`src/rtl/add32_sched.sv`:
```
// Two-requester multi-byte adder that time-shares one external 8-bit adder.
// It adds one byte slice per cycle and spends an extra INC pass on any slice entered with a carry.
module add32_sched #(
  parameter int N_BYTES = 4
) (
  input  logic                 clk,
  input  logic                 rst,
  input  logic                 req0_valid,
  output logic                 req0_ready,
  input  logic [8*N_BYTES-1:0] req0_a,
  input  logic [8*N_BYTES-1:0] req0_b,
  input  logic                 req1_valid,
  output logic                 req1_ready,
  input  logic [8*N_BYTES-1:0] req1_a,
  input  logic [8*N_BYTES-1:0] req1_b,
  output logic [7:0]           add_a,
  output logic [7:0]           add_b,
  input  logic [7:0]           add_sum,
  input  logic                 add_carry,
  output logic                 rsp_valid,
  input  logic                 rsp_ready,
  output logic [8*N_BYTES-1:0] rsp_sum,
  output logic                 rsp_carry,
  output logic                 rsp_id,
  output logic [1:0]           dbg_state_o
);

  localparam int W  = 8 * N_BYTES;
  localparam int IW = (N_BYTES > 1) ? $clog2(N_BYTES) : 1;

  typedef enum logic [1:0] {
    IDLE = 2'd0,
    ADD  = 2'd1,
    INC  = 2'd2,
    DONE = 2'd3
  } state_t;

  state_t          state_q;
  logic [W-1:0]    a_q;
  logic [W-1:0]    b_q;
  logic [W-1:0]    sum_q;
  logic [IW-1:0]   i_q;
  logic            cin_q;
  logic [7:0]      tmp_q;
  logic            c1_q;
  logic            id_q;
  logic            last_q;
  logic            rsp_valid_q;
  logic            rsp_carry_q;

  logic            last_slice;
  logic            cin_d;
  logic            accept0;
  logic            accept1;

  // Handshakes: a transfer happens on the rising edge where valid and ready are both 1.
  // Requesters keep valid and operands steady until accepted; rsp_* stay steady until rsp_ready.
  always_comb begin
    req0_ready = 1'b0;
    req1_ready = 1'b0;
    if (state_q == IDLE) begin
      req0_ready = req0_valid && (!req1_valid || last_q);
      req1_ready = req1_valid && (!req0_valid || !last_q);
    end
  end

  assign accept0 = req0_valid && req0_ready;
  assign accept1 = req1_valid && req1_ready;

  always_comb begin
    add_a = 8'h00;
    add_b = 8'h00;
    case (state_q)
      ADD: begin
        add_a = a_q[{i_q, 3'b000} +: 8];
        add_b = b_q[{i_q, 3'b000} +: 8];
      end
      INC: begin
        add_a = tmp_q;
        add_b = 8'h01;
      end
      default: ;
    endcase
  end

  assign last_slice = (i_q == IW'(N_BYTES - 1));
  // The INC pass can only carry out when the ADD pass did not, so OR-ing is exact.
  assign cin_d      = (state_q == INC) ? (c1_q | add_carry) : add_carry;

  always_ff @(posedge clk or posedge rst) begin
    if (rst) begin
      state_q     <= IDLE;
      a_q         <= '0;
      b_q         <= '0;
      sum_q       <= '0;
      i_q         <= '0;
      cin_q       <= 1'b0;
      tmp_q       <= 8'h00;
      c1_q        <= 1'b0;
      id_q        <= 1'b0;
      last_q      <= 1'b1;
      rsp_valid_q <= 1'b0;
      rsp_carry_q <= 1'b0;
    end else begin
      case (state_q)
        IDLE: begin
          if (accept0 || accept1) begin
            a_q     <= accept0 ? req0_a : req1_a;
            b_q     <= accept0 ? req0_b : req1_b;
            id_q    <= accept1;
            i_q     <= '0;
            cin_q   <= 1'b0;
            state_q <= ADD;
          end
        end
        ADD, INC: begin
          if (state_q == ADD && cin_q) begin
            tmp_q   <= add_sum;
            c1_q    <= add_carry;
            state_q <= INC;
          end else begin
            sum_q[{i_q, 3'b000} +: 8] <= add_sum;
            cin_q <= cin_d;
            if (last_slice) begin
              i_q         <= '0;
              rsp_valid_q <= 1'b1;
              rsp_carry_q <= cin_d;
              state_q     <= DONE;
            end else begin
              i_q     <= i_q + 1'b1;
              state_q <= ADD;
            end
          end
        end
        DONE: begin
          if (rsp_ready) begin
            rsp_valid_q <= 1'b0;
            last_q      <= id_q;
            state_q     <= IDLE;
          end
        end
        default: state_q <= IDLE;
      endcase
    end
  end

  assign rsp_valid   = rsp_valid_q;
  assign rsp_sum     = sum_q;
  assign rsp_carry   = rsp_carry_q;
  assign rsp_id      = id_q;
  assign dbg_state_o = state_q;

endmodule

```
`config.mk`:
```
export PLATFORM = sky130hd
export DESIGN_NAME = add32_sched
export DESIGN_NICKNAME = d
export VERILOG_FILES = /design/src/rtl/add32_sched.sv
export SDC_FILE = /design/constraint.sdc
export NUM_CORES = 1
export LEC_CHECK = 0
export BUFFER_PORTS_ARGS = -buffer_cell sky130_fd_sc_hd__buf_2
export CORE_AREA = 5 5 117 119
export DETAILED_ROUTE_END_ITERATION = 16
export DIE_AREA = 0 0 122 124
export HOLD_SLACK_MARGIN = 0.1
export PLACE_DENSITY = 0.79
export SYNTH_ARGS = -nofsm -noshare
export SYNTH_HDL_FRONTEND = slang
export SYNTH_SLANG_ARGS = --single-unit
```
`constraint.sdc`:
```
create_clock -name clk -period 4.8 [get_ports clk]
set_clock_uncertainty 0.2 [all_clocks]
set_input_delay 0.48 -clock clk [delete_from_list [all_inputs] [get_ports clk]]
set_output_delay 0.48 -clock clk [all_outputs]
set_load 0.02 [all_outputs]
```
# Word-level counts from Yosys, hierarchy flattened
# Index checks and enable logic that the tools add are counted.
dict set report classes {
  add_sub_neg 2
  bitwise_logic 2
  n_mux 24
  shifts 4
  n_reduce_logical 23
  eq_ne 8
}
# op n
set op_table {}
lappend op_table {{$mux 32} 2}
lappend op_table {{$shiftx 32x6->8} 2}
lappend op_table {{$bwmux 32} 1}
lappend op_table {{$pmux 8 s2} 2}
lappend op_table {{$shift 8x7->32 const A} 1}
lappend op_table {{$shiftx 8x7->32} 1}
lappend op_table {{$mux 2} 7}
lappend op_table {{$reduce_and 2->1} 5}
lappend op_table {{$mux 1} 8}
lappend op_table {{$neg 5->7} 1}
lappend op_table {{$eq 2x2->1 const B} 3}
lappend op_table {{$ne 2x2->1 const B} 3}
lappend op_table {{$pmux 2 s3} 1}
lappend op_table {{$reduce_and 3->1} 2}
lappend op_table {{$logic_and 1x1->1} 5}
lappend op_table {{$pmux 1 s2} 2}
lappend op_table {{$pmux 2 s2} 1}
lappend op_table {{$reduce_and 4->1} 1}
lappend op_table {{$reduce_bool 2->1} 2}
lappend op_table {{$logic_not 1->1} 3}
lappend op_table {{$logic_or 1x1->1} 3}
lappend op_table {{$add 2x1->2 const B} 1}
lappend op_table {{$eq 2x1->1 const B} 1}
lappend op_table {{$logic_not 2->1} 1}
lappend op_table {{4 further kinds} 4}
dict set report totals {
  elab_cells 75
  in_bits 142
  out_inout_bits 55
  register_bits 114
}

# Longest topological paths before layout
dict set report depth {
  ltp_word 8
  mapped_depth 8
  ltp_nobuf 5
}

# Least setup slack after synthesis
# No wires, ideal clock.
dict set report synth_timing {
  kind {flip-flop to output port}
  startpoint {register state_q[0] (netlist: dbg_state_o[0])}
  endpoint {output port req0_ready}
  path_stages_with_launch 8
  path_buffers 3
  slack_ns 2.438
  required_ns 4.120
  arrival_ns 1.682
  path_cell_list {dfrtp_1 inv_1 ha_1 nand2_2 buf_6 buf_6 clkbuf_1 nor2_1}
}
dict set report synth_via {
  elab_chain_cells 2
}
# item line
set synth_rtl {}
lappend synth_rtl {{start, declared} 38} ;# state_t state_q;
lappend synth_rtl {{start signal, assigned} 92} ;# state_q <= IDLE;
lappend synth_rtl {{start signal, assigned} 113} ;# state_q <= ADD;
lappend synth_rtl {{start signal, assigned} 120} ;# state_q <= INC;
lappend synth_rtl {{$logic_not 2->1} 61} ;# if (state_q == IDLE) begin
lappend synth_rtl {{$mux 1} 61}
lappend synth_rtl {{end, declared} 9} ;# output logic req0_ready,
# Every way passes these cells.

# Worst setup path after layout
dict set report layout_timing {
  startpoint {register state_q[0] (netlist: dbg_state_o[0])}
  endpoint {output port add_a[1]}
}
dict set report layout_via {
  elab_chain_cells 2
  word_cells_on_any_way 3
  classes_between {eq/ne: 2; mux: 1}
}
# item line
set layout_rtl {}
lappend layout_rtl {{$eq 2x2->1 / $eq 2x1->1 (equally long branches)} 73} ;# case (state_q)
lappend layout_rtl {{$pmux 8 s2 *} 73}
lappend layout_rtl {{end, declared} 16} ;# output logic [7:0] add_a,
# Mark *: on every way between the ends. The rest lies on a longest branch, timed or not.

==> metrics.md <==
| Metric | Value |
|---|---|
| Synth top area share | `0.448` |
| Row count | `between 40 and 50` |
| Post-Layout Cell Count | `about 970` |
| Minimum clock period | `around 3300 ps` |
| Max Root-Sink Buffers | `2` |
| Synth Area in Compound Gates | `0.142` |
| Clk pin slew, worst setup/hold paths | `60 ps` |
| Crit path kind | `reg2out` |
| Adder-cell share of the synthesized area | `0.0218` |
| DP Cell Count | `around 940` |
| CP Max Fanout | `22` |
| Fin. Hold Viols | `0` |
| Via density | `5.57` |
| Synth Net Count | `around 780` |
| Setup tns final | `0 ps` |
| Die Wd | `~120 um` |
| Leading post-synthesis cells by cell area | `dfrtp_1 (45%), or3b_1 (8.9%), a31oi_1 (6.4%)` |
| Least-Margin Pin Slew | `1030 ps` |
| Vias in the first global route | `approximately 5700` |
| Tot GR Track Use | `0.234` |
| Largest area contributor in the netlist | `dfrtp_1` |
| RSZ-0062 raised after global routing | `false` |
| RePlAce Congestion | `a little under 0.9` |
| Largest net degree at the start of global routing | `130` |
| Combinational family with the most area after synthesis | `simple AND/OR/NAND/NOR gates` |
| Power Dens Cells | `around 700 nW/um^2` |
| Grt total ovfl | `0` |
| PortBufs | `between 150 and 200` |
| Root buffer cell | `clkbuf_16` |
| First-pass GRT wire length | `roughly 28 mm` |
| Diode count | `0` |
| Crit-path cells | `inv_1 -> ha_1 -> and2_1 -> a32o_1 -> buf_2` |
| Routed wire length | `17.4 mm` |
| Post-DRT Antenna Nets | `0` |
| Slew Viols, Final | `0` |
| Worst Reg2Reg Path Length in Cells | `5` |
| Post-synthesis sequential area ratio | `0.452` |
| Max Cap Violations | `0` |
| DR iter-0 viols | `447` |
| DRC Markers | `0` |
| Largest stage delay, worst path | `around 780 ps` |
| R2R Setup Slk | `around 2100 ps` |
| Die height | `roughly 120 um` |
| Outcome | `completed` |
| Fmax | `about 0.3 GHz` |
| Final setup vio count | `0` |
| WP data arrival | `~2600 ps` |
| Die area | `15100 um^2` |
| Mapped Cells | `between 600 and 700` |
| CTS resizes | `0` |
| Worst setup SP type | `register` |
| Initial antenna violation count | `0` |
| Core Box Area | `approximately 12000 um^2` |
| Ys flop type | `dfrtp_1` |
| Post-synthesis mux area share | `0.134` |
| Rel. slew slack | `0.310` |
| Post-synth EDFFs | `0` |
| CP max-delay cell | `ha_1` |
| Commonest cells after routing, fill and taps aside | `buf_2 (196), dfrtp_1 (113), nor2_1 (67)` |
| Mapped cell area | `approximately 6300 um^2` |
| Worst Setup End Kind | `output pin` |
| Syn avg cell area | `10.2 um^2` |
| H-tree depth | `4` |
| Fraction of synthesized cell area in xor and xnor cells | `0` |
| Clock latency on the worst-skew pair | `a little over 400 ps` |
| Hold buffer count at CTS | `0` |
| DR vias | `approximately 5400` |
| Initial core utilization | `0.506` |
| Clock sink count | `114` |
| Post-synth cell types | `38` |
| Hold Crit Class | `in2async` |
| Static Leak | `approximately 3.7 nW` |
| Simple-gate share of the synthesized area | `0.179` |
| Final net count | `942` |
| Pre-CTS setup slack | `between 1500 and 2000 ps` |
| Yosys reg bits | `about 110` |
| R2R Path End | `rsp_sum[18]` |
| Final setup margin | `approximately 1500 ps` |
| CTS tree | `built` |
| Req. time, crit path | `4120 ps` |
| Hpwl dp | `~13 mm` |
| Maximum vdd drop | `around 0.27 mV` |
| Warning count from the yosys run | `0` |
| Most common cell after layout, fill and taps aside | `buf_2` |
| Layout cells sized above 1 | `0.344` |
| Final Cycle Share | `0.688` |
| Io pins | `around 200` |
| Crit path launch | `dbg_state_o[0]` |
| R2r startpoint | `i_q[1]` |
| First-pass detailed-route iteration total | `5` |
| Area Growth Syn to Fin | `24.6%` |
| Clock buffer count from CTS | `17` |
| Avg WL per Cell | `approximately 18 um` |
| Asr flop ratio synth | `1.00` |
| Post-CTS setup buffers | `0` |
## cell families (layout without fill, tap and decap cells)
kind of cell    after synthesis  after routing
flops                       114            114
fa+ha+maj                    11             11
simple gates                190            190
buf+inv                      94            274
compound gates              150            150
mux                          63             63
## Yosys cell counts (8+ instances only)
cell,count
a31oi_1,65
a32o_1,8
buf_2,8
buf_6,10
clkbuf_1,25
dfrtp_1,113
ha_1,11
inv_1,40
mux2_2,10
mux2i_1,37
mux4_2,16
nand2_1,36
nor2_1,67
o21ai_0,56
o21ai_1,9
or3b_1,64
## layout make-up
cell class                 count  area [um^2]
clock buffer                  18          439
clock inverter                14          154
fill                        1034         4600
inverter                      40          153
multi-input combinational    414         3020
sequential                   114         2850
tap                          172          215
timing repair buffer         202         1030
## state kept, by name, summed over array words and instances (netlist names), 2 cells and up
signal,flops
tmp_q,8
i_q,2
dbg_state_o,2
rsp_sum,32
b_q,32
a_q,32
## report_power, final
part,total [mW],switching (mW),internal (mW)
Clock,1.25,0.472,0.782
Combinational,2.54,1.51,1.03
Sequential,1.69,0.300,1.39
## per-layer routing
| layer | vias up | global-route usage | share of wire |
|---|---|---|---|
| met5 | - | 0 | 0 |
| met4 | 0 | 0.0826 | 0.020 |
| met3 | 34 | 0.0577 | 0.064 |
| met2 | 222 | 0.399 | 0.50 |
| met1 | 2599 | 0.291 | 0.42 |
| li1 | 2566 | - | - |
## how the worst max path moves through the flow
stage                to  cells past startpoint
2_1_floorplan    a_q[0]                      1
3_3_place_gp   add_a[0]                      5
3_5_place_dp   add_a[0]                      5
4_1_cts        add_a[0]                      5
5_1_grt        add_a[0]                      5
6_report       add_a[1]                      5
## metrics by stage
step / util / power (mW) / hold slack, ps / cell area, um^2
6_report: 0.631 / 5.49 / 89.2 / 7860
2_1_floorplan: - / 3.55 / 280 / 6310
4_1_cts: 0.631 / 5.51 / 116 / 7860
5_1_grt: 0.631 / 5.84 / 123 / 7860
3_5_place_dp: 0.583 / 4.24 / 301 / 7270
3_3_place_gp: 0.583 / 4.14 / 291 / 7270
## critical path, delay by kind of cell (launching register included)
kind,cells,cell delay (ps)
DFF,1,400
and+or+nand+nor,1,500
AOI/OAI and AO/OA,1,220
adders and majority gates,1,780
buffers and inverters,2,300
Power figures use the tool's default switching activity.
